**src/rtl/wide_add_sequencer_if.sv**
```systemverilog
// Request/response bus of the wide add/subtract sequencer.
// The master side is the operand source / result sink; the slave side is the sequencer.
interface wide_add_sequencer_if #(
  parameter int NWORDS = 4
);
  localparam int W = NWORDS * 64;

  logic         in_valid;
  logic         in_ready;
  logic [W-1:0] in_a;
  logic [W-1:0] in_b;
  logic         in_sub;
  logic         out_valid;
  logic         out_ready;
  logic [W-1:0] out_sum;
  logic         out_cout;
  logic         out_ovf;

  modport master (
    output in_valid, in_a, in_b, in_sub, out_ready,
    input  in_ready, out_valid, out_sum, out_cout, out_ovf
  );

  modport slave (
    input  in_valid, in_a, in_b, in_sub, out_ready,
    output in_ready, out_valid, out_sum, out_cout, out_ovf
  );
endinterface

```
**src/rtl/wide_add_sequencer.sv**
```systemverilog
// Wide (NWORDS*64-bit) add/subtract built by time-multiplexing one external
// combinational 64-bit adder, least-significant word first, with the carry
// chained through a register. Subtract is A + ~B + 1: B words are inverted on
// the way to the adder and the initial carry is seeded with 1.
module wide_add_sequencer #(
  parameter int NWORDS = 4,
  parameter int IDXW   = 4
) (
  input  logic                       clk,
  input  logic                       rst,
  wide_add_sequencer_if.slave        bus,
  output logic [63:0]                adder_a,
  output logic [63:0]                adder_b,
  output logic                       adder_cin,
  input  logic [63:0]                adder_sum,
  input  logic                       adder_cout
);
  localparam int              W        = NWORDS * 64;
  localparam logic [IDXW-1:0] LAST_IDX = IDXW'(NWORDS - 1);

  typedef enum logic [1:0] {
    S_IDLE = 2'd0,
    S_BUSY = 2'd1,
    S_DONE = 2'd2
  } state_e;

  state_e          state_q, state_d;
  logic [W-1:0]    a_q, a_d;
  logic [W-1:0]    b_q, b_d;
  logic [W-1:0]    sum_q, sum_d;
  logic            sub_q, sub_d;
  logic            carry_q, carry_d;
  logic            cout_q, cout_d;
  logic            ovf_q, ovf_d;
  logic [IDXW-1:0] idx_q, idx_d;

  logic [63:0]     word_a;
  logic [63:0]     word_b;
  logic            last_word;

  assign last_word = (idx_q == LAST_IDX);

  // Handshake and result outputs; the result comes straight from registers.
  assign bus.in_ready  = (state_q == S_IDLE) && !rst;
  assign bus.out_valid = (state_q == S_DONE) && !rst;
  assign bus.out_sum   = sum_q;
  assign bus.out_cout  = cout_q;
  assign bus.out_ovf   = ovf_q;

  // Pick the operand words addressed by idx; B is inverted for subtract.
  always_comb begin
    word_a = 64'd0;
    word_b = 64'd0;
    for (int i = 0; i < NWORDS; i++) begin
      if (idx_q == IDXW'(i)) begin
        word_a = a_q[i*64 +: 64];
        word_b = b_q[i*64 +: 64] ^ {64{sub_q}};
      end else begin
        word_a = word_a;
        word_b = word_b;
      end
    end
  end

  // Feed the external adder only while sequencing; park it at zero otherwise.
  always_comb begin
    if (state_q == S_BUSY) begin
      adder_a   = word_a;
      adder_b   = word_b;
      adder_cin = carry_q;
    end else begin
      adder_a   = 64'd0;
      adder_b   = 64'd0;
      adder_cin = 1'b0;
    end
  end

  // Next-state and datapath update for the IDLE/BUSY/DONE sequencer.
  always_comb begin
    state_d = state_q;
    a_d     = a_q;
    b_d     = b_q;
    sub_d   = sub_q;
    idx_d   = idx_q;
    carry_d = carry_q;
    sum_d   = sum_q;
    cout_d  = cout_q;
    ovf_d   = ovf_q;

    case (state_q)
      S_IDLE: begin
        if (bus.in_valid && bus.in_ready) begin
          a_d     = bus.in_a;
          b_d     = bus.in_b;
          sub_d   = bus.in_sub;
          idx_d   = {IDXW{1'b0}};
          carry_d = bus.in_sub;
          state_d = S_BUSY;
        end else begin
          state_d = S_IDLE;
        end
      end

      S_BUSY: begin
        for (int i = 0; i < NWORDS; i++) begin
          if (idx_q == IDXW'(i)) begin
            sum_d[i*64 +: 64] = adder_sum;
          end else begin
            sum_d[i*64 +: 64] = sum_q[i*64 +: 64];
          end
        end
        carry_d = adder_cout;
        if (last_word) begin
          // Sign overflow: same-sign adder inputs producing a different-sign sum.
          cout_d  = adder_cout;
          ovf_d   = (adder_a[63] == adder_b[63]) && (adder_sum[63] != adder_a[63]);
          idx_d   = {IDXW{1'b0}};
          state_d = S_DONE;
        end else begin
          idx_d   = idx_q + {{(IDXW-1){1'b0}}, 1'b1};
          state_d = S_BUSY;
        end
      end

      S_DONE: begin
        if (bus.out_ready) begin
          state_d = S_IDLE;
        end else begin
          state_d = S_DONE;
        end
      end

      default: begin
        state_d = S_IDLE;
      end
    endcase
  end

  // State registers with synchronous reset; reset aborts any operation in flight.
  always_ff @(posedge clk) begin
    if (rst) begin
      state_q <= S_IDLE;
      a_q     <= {W{1'b0}};
      b_q     <= {W{1'b0}};
      sub_q   <= 1'b0;
      idx_q   <= {IDXW{1'b0}};
      carry_q <= 1'b0;
      sum_q   <= {W{1'b0}};
      cout_q  <= 1'b0;
      ovf_q   <= 1'b0;
    end else begin
      state_q <= state_d;
      a_q     <= a_d;
      b_q     <= b_d;
      sub_q   <= sub_d;
      idx_q   <= idx_d;
      carry_q <= carry_d;
      sum_q   <= sum_d;
      cout_q  <= cout_d;
      ovf_q   <= ovf_d;
    end
  end
endmodule

```
**src/flat_wrapper.sv**
```systemverilog
// flat-port wrapper written by rule: the top's interface ports become plain ports
module wide_add_sequencer_flat 
#(
  parameter int NWORDS = 4,
  parameter int IDXW   = 4
)
  (clk, rst, adder_a, adder_b, adder_cin, adder_sum, adder_cout, bus_in_valid, bus_in_a, bus_in_b, bus_in_sub, bus_out_ready, bus_in_ready, bus_out_valid, bus_out_sum, bus_out_cout, bus_out_ovf);
  wide_add_sequencer_if #(.NWORDS(NWORDS)) bus_i ();
  input  logic clk;
  input  logic rst;
  output logic [63:0] adder_a;
  output logic [63:0] adder_b;
  output logic adder_cin;
  input  logic [63:0] adder_sum;
  input  logic adder_cout;
  input wire logic [$bits(bus_i.in_valid)-1:0] bus_in_valid;
  input wire logic [$bits(bus_i.in_a)-1:0] bus_in_a;
  input wire logic [$bits(bus_i.in_b)-1:0] bus_in_b;
  input wire logic [$bits(bus_i.in_sub)-1:0] bus_in_sub;
  input wire logic [$bits(bus_i.out_ready)-1:0] bus_out_ready;
  output wire logic [$bits(bus_i.in_ready)-1:0] bus_in_ready;
  output wire logic [$bits(bus_i.out_valid)-1:0] bus_out_valid;
  output wire logic [$bits(bus_i.out_sum)-1:0] bus_out_sum;
  output wire logic [$bits(bus_i.out_cout)-1:0] bus_out_cout;
  output wire logic [$bits(bus_i.out_ovf)-1:0] bus_out_ovf;
  assign bus_i.in_valid = bus_in_valid;
  assign bus_i.in_a = bus_in_a;
  assign bus_i.in_b = bus_in_b;
  assign bus_i.in_sub = bus_in_sub;
  assign bus_i.out_ready = bus_out_ready;
  assign bus_in_ready = bus_i.in_ready;
  assign bus_out_valid = bus_i.out_valid;
  assign bus_out_sum = bus_i.out_sum;
  assign bus_out_cout = bus_i.out_cout;
  assign bus_out_ovf = bus_i.out_ovf;
  wide_add_sequencer #(.NWORDS(NWORDS), .IDXW(IDXW)) u_core (.clk(clk), .rst(rst), .bus(bus_i), .adder_a(adder_a), .adder_b(adder_b), .adder_cin(adder_cin), .adder_sum(adder_sum), .adder_cout(adder_cout));
endmodule
```
**config.mk**
```make
export PLATFORM = sky130hd
export DESIGN_NAME = wide_add_sequencer_flat
export DESIGN_NICKNAME = d
export VERILOG_FILES = /design/src/rtl/wide_add_sequencer_if.sv /design/src/rtl/wide_add_sequencer.sv /design/src/flat_wrapper.sv
export SDC_FILE = /design/constraint.sdc
export NUM_CORES = 2
export LEC_CHECK = 0
export CAP_MARGIN = 0
export CELL_PAD_IN_SITES_DETAIL_PLACEMENT = 1
export CELL_PAD_IN_SITES_GLOBAL_PLACEMENT = 2
export CORE_ASPECT_RATIO = 0.75
export CORE_MARGIN = 5
export CORE_UTILIZATION = 24
export CTS_BUF_LIST = sky130_fd_sc_hd__clkbuf_16
export DETAILED_ROUTE_END_ITERATION = 10
export PLACE_DENSITY_LB_ADDON = 0.08
export SYNTH_ARGS = -nofsm -noshare
export SYNTH_HDL_FRONTEND = slang
export SYNTH_SLANG_ARGS = --single-unit
export TNS_END_PERCENT = 100
```
**constraint.sdc**
```tcl
create_clock -name clk -period 2 [get_ports clk]
set_clock_uncertainty 0.05 [all_clocks]
set_input_delay 0.4 -clock clk [delete_from_list [all_inputs] [get_ports clk]]
set_output_delay 0.4 -clock clk [all_outputs]
set_load 0.01 [all_outputs]
```
-- Yosys cells after proc, flatten, opt, wreduce, memory -nomap -nowiden
Cells that the tools add are included.
- flip-flop bits (word level): 778
- input bits: 582
- output and inout port bits: 389
- logic and storage cells: 59
- add/subtract/negate cells: 1
- equal/unequal tests: 8
- muxes and demuxes: 20
- bitwise operators: 4
- reductions and logical operators: 14
- operators by type and width (operator ; number):
    $mux W64 ; 10
    $xor A64 B64 Y64 ; 4
    $reduce_and A2 Y1 ; 6
    $eq A4 B2 Y1 const B ; 2
    $mux W4 ; 2
    $pmux W4 S2 ; 1
    $pmux W2 S3 ; 1
    $add A4 B1 Y4 const B ; 1
    $eq A4 B1 Y1 const B ; 1
    $logic_and A1 B1 Y1 ; 4
    $logic_not A4 Y1 ; 1
    $mux W2 ; 2
    $mux W1 ; 3
    $eq A2 B1 Y1 const B ; 1
    $eq A2 B2 Y1 const B ; 1
    $logic_not A2 Y1 ; 1
    $ne A2 B2 Y1 const B ; 1
    $pmux W1 S2 ; 1
    $reduce_bool A2 Y1 ; 1
    $eq A1 B1 Y1 ; 1
    $logic_not A1 Y1 ; 1
    $ne A1 B1 Y1 ; 1

-- Longest topological paths before layout
- depth in word-level cells: 8
- mapped depth: 10
- gate-level depth less buffers: 7

-- Worst setup path after synthesis
Ideal clock, no wire load.
- path kind: reg-to-output
- start point: reg u_core.idx_q[0]
- end point: out adder_b[49]
- arrival time: 1976 ps
- required time: 1550 ps
- path slack: -426 ps
- stages on the path, launching flop included: 10
- buffers on the path: 3
- cell sequence: dfxtp_1 inv_1 ha_1 buf_4 or3_1 buf_6 buf_6 o221ai_2 a21oi_1 a211oi_1
- word-level cells in the longest chain between the ends: 6
- elaborated cells on any way between the ends: 9
- classes of those cells: eq/ne: 3; mux: 5; reduce/logical: 1
- RTL lines (item ; line ; RTL):
    start: declaration ; wide_add_sequencer.sv:35 ; logic [IDXW-1:0] idx_q, idx_d;
    start signal: assignment ; wide_add_sequencer.sv:146 ; idx_q <= {IDXW{1'b0}};
    start signal: assignment ; wide_add_sequencer.sv:156 ; idx_q <= idx_d;
    $logic_not A4 Y1 ; wide_add_sequencer.sv:55 ; if (idx_q == IDXW'(i)) begin
    $mux W64 (3 in a row) ; wide_add_sequencer.sv:55 ;
    $mux W64 (*) ; wide_add_sequencer.sv:55 ;
    $mux W64 (*) ; wide_add_sequencer.sv:67 ; if (state_q == S_BUSY) begin
    end: declaration ; flat_wrapper.sv:12 ; output logic [63:0] adder_b;
Every way passes the cells marked *; elsewhere a longest branch is shown, timed or not.

-- Worst setup path after layout
- start point: reg u_core.idx_q[0]
- end point: out adder_b[6]
Same word-level chain as after synthesis.

==> flow_summary.json <==
{
  "synth_cell_types": 45,
  "hpwlAfterDp_mm": 132,
  "vdd_drop_max_uv": 565,
  "fin_nets": 6205,
  "worstPathArrival_ns": 2.88,
  "syn_area_um2": 33900,
  "clkTransAtPathRegs_ns": 0.06,
  "grt_setup_unrepaired": "yes",
  "layout_commonest_cell": "nand2_1",
  "startpoint_type": "register",
  "crit_chain": "inv_2 -> ha_4 -> or3_4 -> buf_12 -> buf_6 -> buf_16 -> o221ai_4 -> a21oi_2 -> buf_4 -> a211oi_4 -> buf_2",
  "dieArea_um2": 149000,
  "die_x_um": 444,
  "hp-class": "in2reg",
  "clk_path_buf_depth": 3,
  "timing_worst_setup_path_type": "reg2out",
  "placement_rows": 119,
  "crit_fanout": 7,
  "drv_cap": 0,
  "crit_required_ns": 1.55,
  "rr_worst_depth": 13,
  "finalCritPeriodShare_pct": 167,
  "grt.total_usage_pct": 22.9,
  "antenna_found_initial": 74,
  "synth_cells": 4527,
  "place_ws_ns": -0.965,
  "num_vias": 36300,
  "port_buffers": 970,
  "first_iter_violations": 1772,
  "setup_viol": 282,
  "grt_pass1_vias": 36200,
  "grt_remaining_overflow": 0,
  "drv_slew": 0,
  "root_buffer": "clkbuf_16",
  "synth-main-ff-cell": "dfxtp_1",
  "p_per_area_nw_per_um2": 731,
  "core_um2": 140000,
  "drive_above_1_share_pct": 20.6,
  "synthToLayoutAreaGrowth_pct": 64.0,
  "via_per_inst": 4.77,
  "grt_max_degree": 140,
  "synth.yosys.seq_area_share_pct": 45.9,
  "ys_ff_latch": 778,
  "insertion_delay_ns": 0.70,
  "initial_utilization_pct": 24.2,
  "final.setup.worst_slack_ns": -1.33,
  "whs_ns": 0.181,
  "detail-route-antenna-nets": 0,
  "crit_slowest_cell": "or3_4",
  "synth_edf_count": 0,
  "grt_first_pass_wirelength_mm": 256,
  "outcome": "finished with violations",
  "synth.net_count": 5113,
  "wl_mm": 186,
  "min_period_ns": 3.33,
  "relSlewSlack_pct": 35.7,
  "cp-end-kind": "primary output",
  "cts_max_level": 3,
  "violations": "negative setup slack",
  "dieHeight_um": 336,
  "cellLeakagePower_nw": 23.2,
  "gp_congestion": 0.808,
  "finalHoldViolations": 0,
  "clock_sinks": 778,
  "cpPeakStageDelay_ns": 0.38,
  "firstDrtPassIters": 5,
  "io_pins": 971,
  "fmax_mhz": 300,
  "worst_pin_slew_ns": 0.964,
  "drcViolationCount": 0,
  "fillers": 16300,
  "wire_per_inst_um": 24.5,
  "whs_path_depth": 3,
  "async_flop_share_pct": 0,
  "avgSynthCellArea_um2": 7.49,
  "ys.warnings.count": 0,
  "cts_tree": "built",
  "cts-buffers-inserted": 91,
  "layout_common_cells": "1682 x nand2_1, 771 x dfxtp_1, 766 x a21oi_1, 616 x clkdlybuf4s50_1, 229 x buf_4"
}
[final cells by class]
cell class                      instances  area, um^2  area share, %
Multi-Input combinational cell       3266       18700           33.5
Timing Repair Buffer                 1417       15900           28.5
Sequential cell                       778       15600           28.0
Tap cell                             1875        2350           4.22
Clock buffer                           93        2330           4.18
Clock inverter                         69         483          0.868
Inverter                               65         246          0.443
Antenna cell                           45         113          0.202
[where the power goes]
part / internal (W) / switching, W / total, W
combinational: 0.00380 / 0.00387 / 0.00767
clock: 0.00915 / 0.00732 / 0.0165
sequential: 0.0161 / 0.000428 / 0.0165
total: 0.0290 / 0.0116 / 0.0407
[per-stage QoR]
| stage | power (W) | TNS (ns) | utilization (%) | cells | area [um^2] |
|---|---|---|---|---|---|
| 6_report | 0.0407 | -158.99 | 39.6 | 7608 | 55600 |
| 5_1_grt | 0.0423 | -196.43 | 39.6 | 7600 | 55600 |
| 4_1_cts | 0.0405 | -211.66 | 37.4 | 7490 | 52500 |
| 3_5_place_dp | 0.0233 | -130.62 | 34.7 | 7279 | 48700 |
| 3_3_place_gp | 0.0233 | -122.33 | 34.7 | 7279 | 48700 |
| 2_1_floorplan | 0.0196 | -22.88 | - | 4527 | 34600 |
[cell usage after synthesis, types with 4 or more instances]
library cell	n	area, um^2
o221ai_2	60	901
a21oi_1	967	4840
nor3b_1	66	495
nand2_1	1738	6520
ha_1	4	50.1
a221o_1	126	1260
and3_1	4	25.0
dfxtp_1	778	15600
nor2_1	6	22.5
a211oi_1	65	488
buf_2	152	761
clkbuf_1	237	890
buf_6	8	90.1
buf_1	16	60.1
o21ai_0	66	330
inv_1	65	244
buf_4	5	37.5
o211ai_1	63	473
xnor2_1	64	561
[path summary, 6_finish.rpt]
path,start,endpoint,slack [ns]
worst max-delay path,u_core.idx_q[0]$_SDFFE_PP0P_,adder_b[6],-1.33
worst min-delay path,bus_in_b[165],u_core.b_q[165]$_SDFFE_PP0P_,0.18
worst max register to register,u_core.idx_q[0]$_SDFFE_PP0P_,u_core.bus.out_ovf$_SDFFE_PP0N_,-0.46
worst min register to register,u_core.bus.out_sum[197]$_SDFFE_PP0N_,u_core.bus.out_sum[197]$_SDFFE_PP0N_,0.40
[timing repair]
item	in CTS	in global routing
resized for setup	636	683
hold buffers	1	0
endpoints found under the setup margin	497	574
buffers inserted	35	63
cloned	15	22
pin swaps	95	225
hold endpoints to repair	1	0
[cells by family after synthesis]
group,Yosys count,share of synthesized area (%)
and+or+nand+nor,1840,21.4
AOI/OAI and AO/OA,1355,24.7
muxes,1,0.0295
buffers and inverters,483,6.14
DFF,778,45.9
adders and majority gates,4,0.148
xor gates and xnor gates,66,1.70
[sequential cells by signal, indices dropped and copies added, names as in the netlist]
register             flops
u_core.state_q           2
u_core.bus.out_cout      1
u_core.bus.out_ovf       1
u_core.a_q             256
u_core.sub_q             1
u_core.idx_q             4
u_core.b_q             256
u_core.carry_q           1
u_core.bus.out_sum     256
[critical path: cells and delay by family (launching register included)]
kind / cells / cell delay, ns
buffers and inverters: 6 / 0.82
AO/OA/AOI/OAI: 3 / 0.45
AND/OR/NAND/NOR: 1 / 0.38
flip-flops: 1 / 0.36
adder cells (fa/ha/maj): 1 / 0.17
[per-layer routing]
layer,vias up,share of wire [%],global-route usage [%]
met4,28,4.1,11.0
met3,288,4.9,5.22
met5,-,0.11,0
met1,17600,42,27.9
met2,827,49,38.1
li1,17600,-,-
Power figures use the tool's default switching activity.
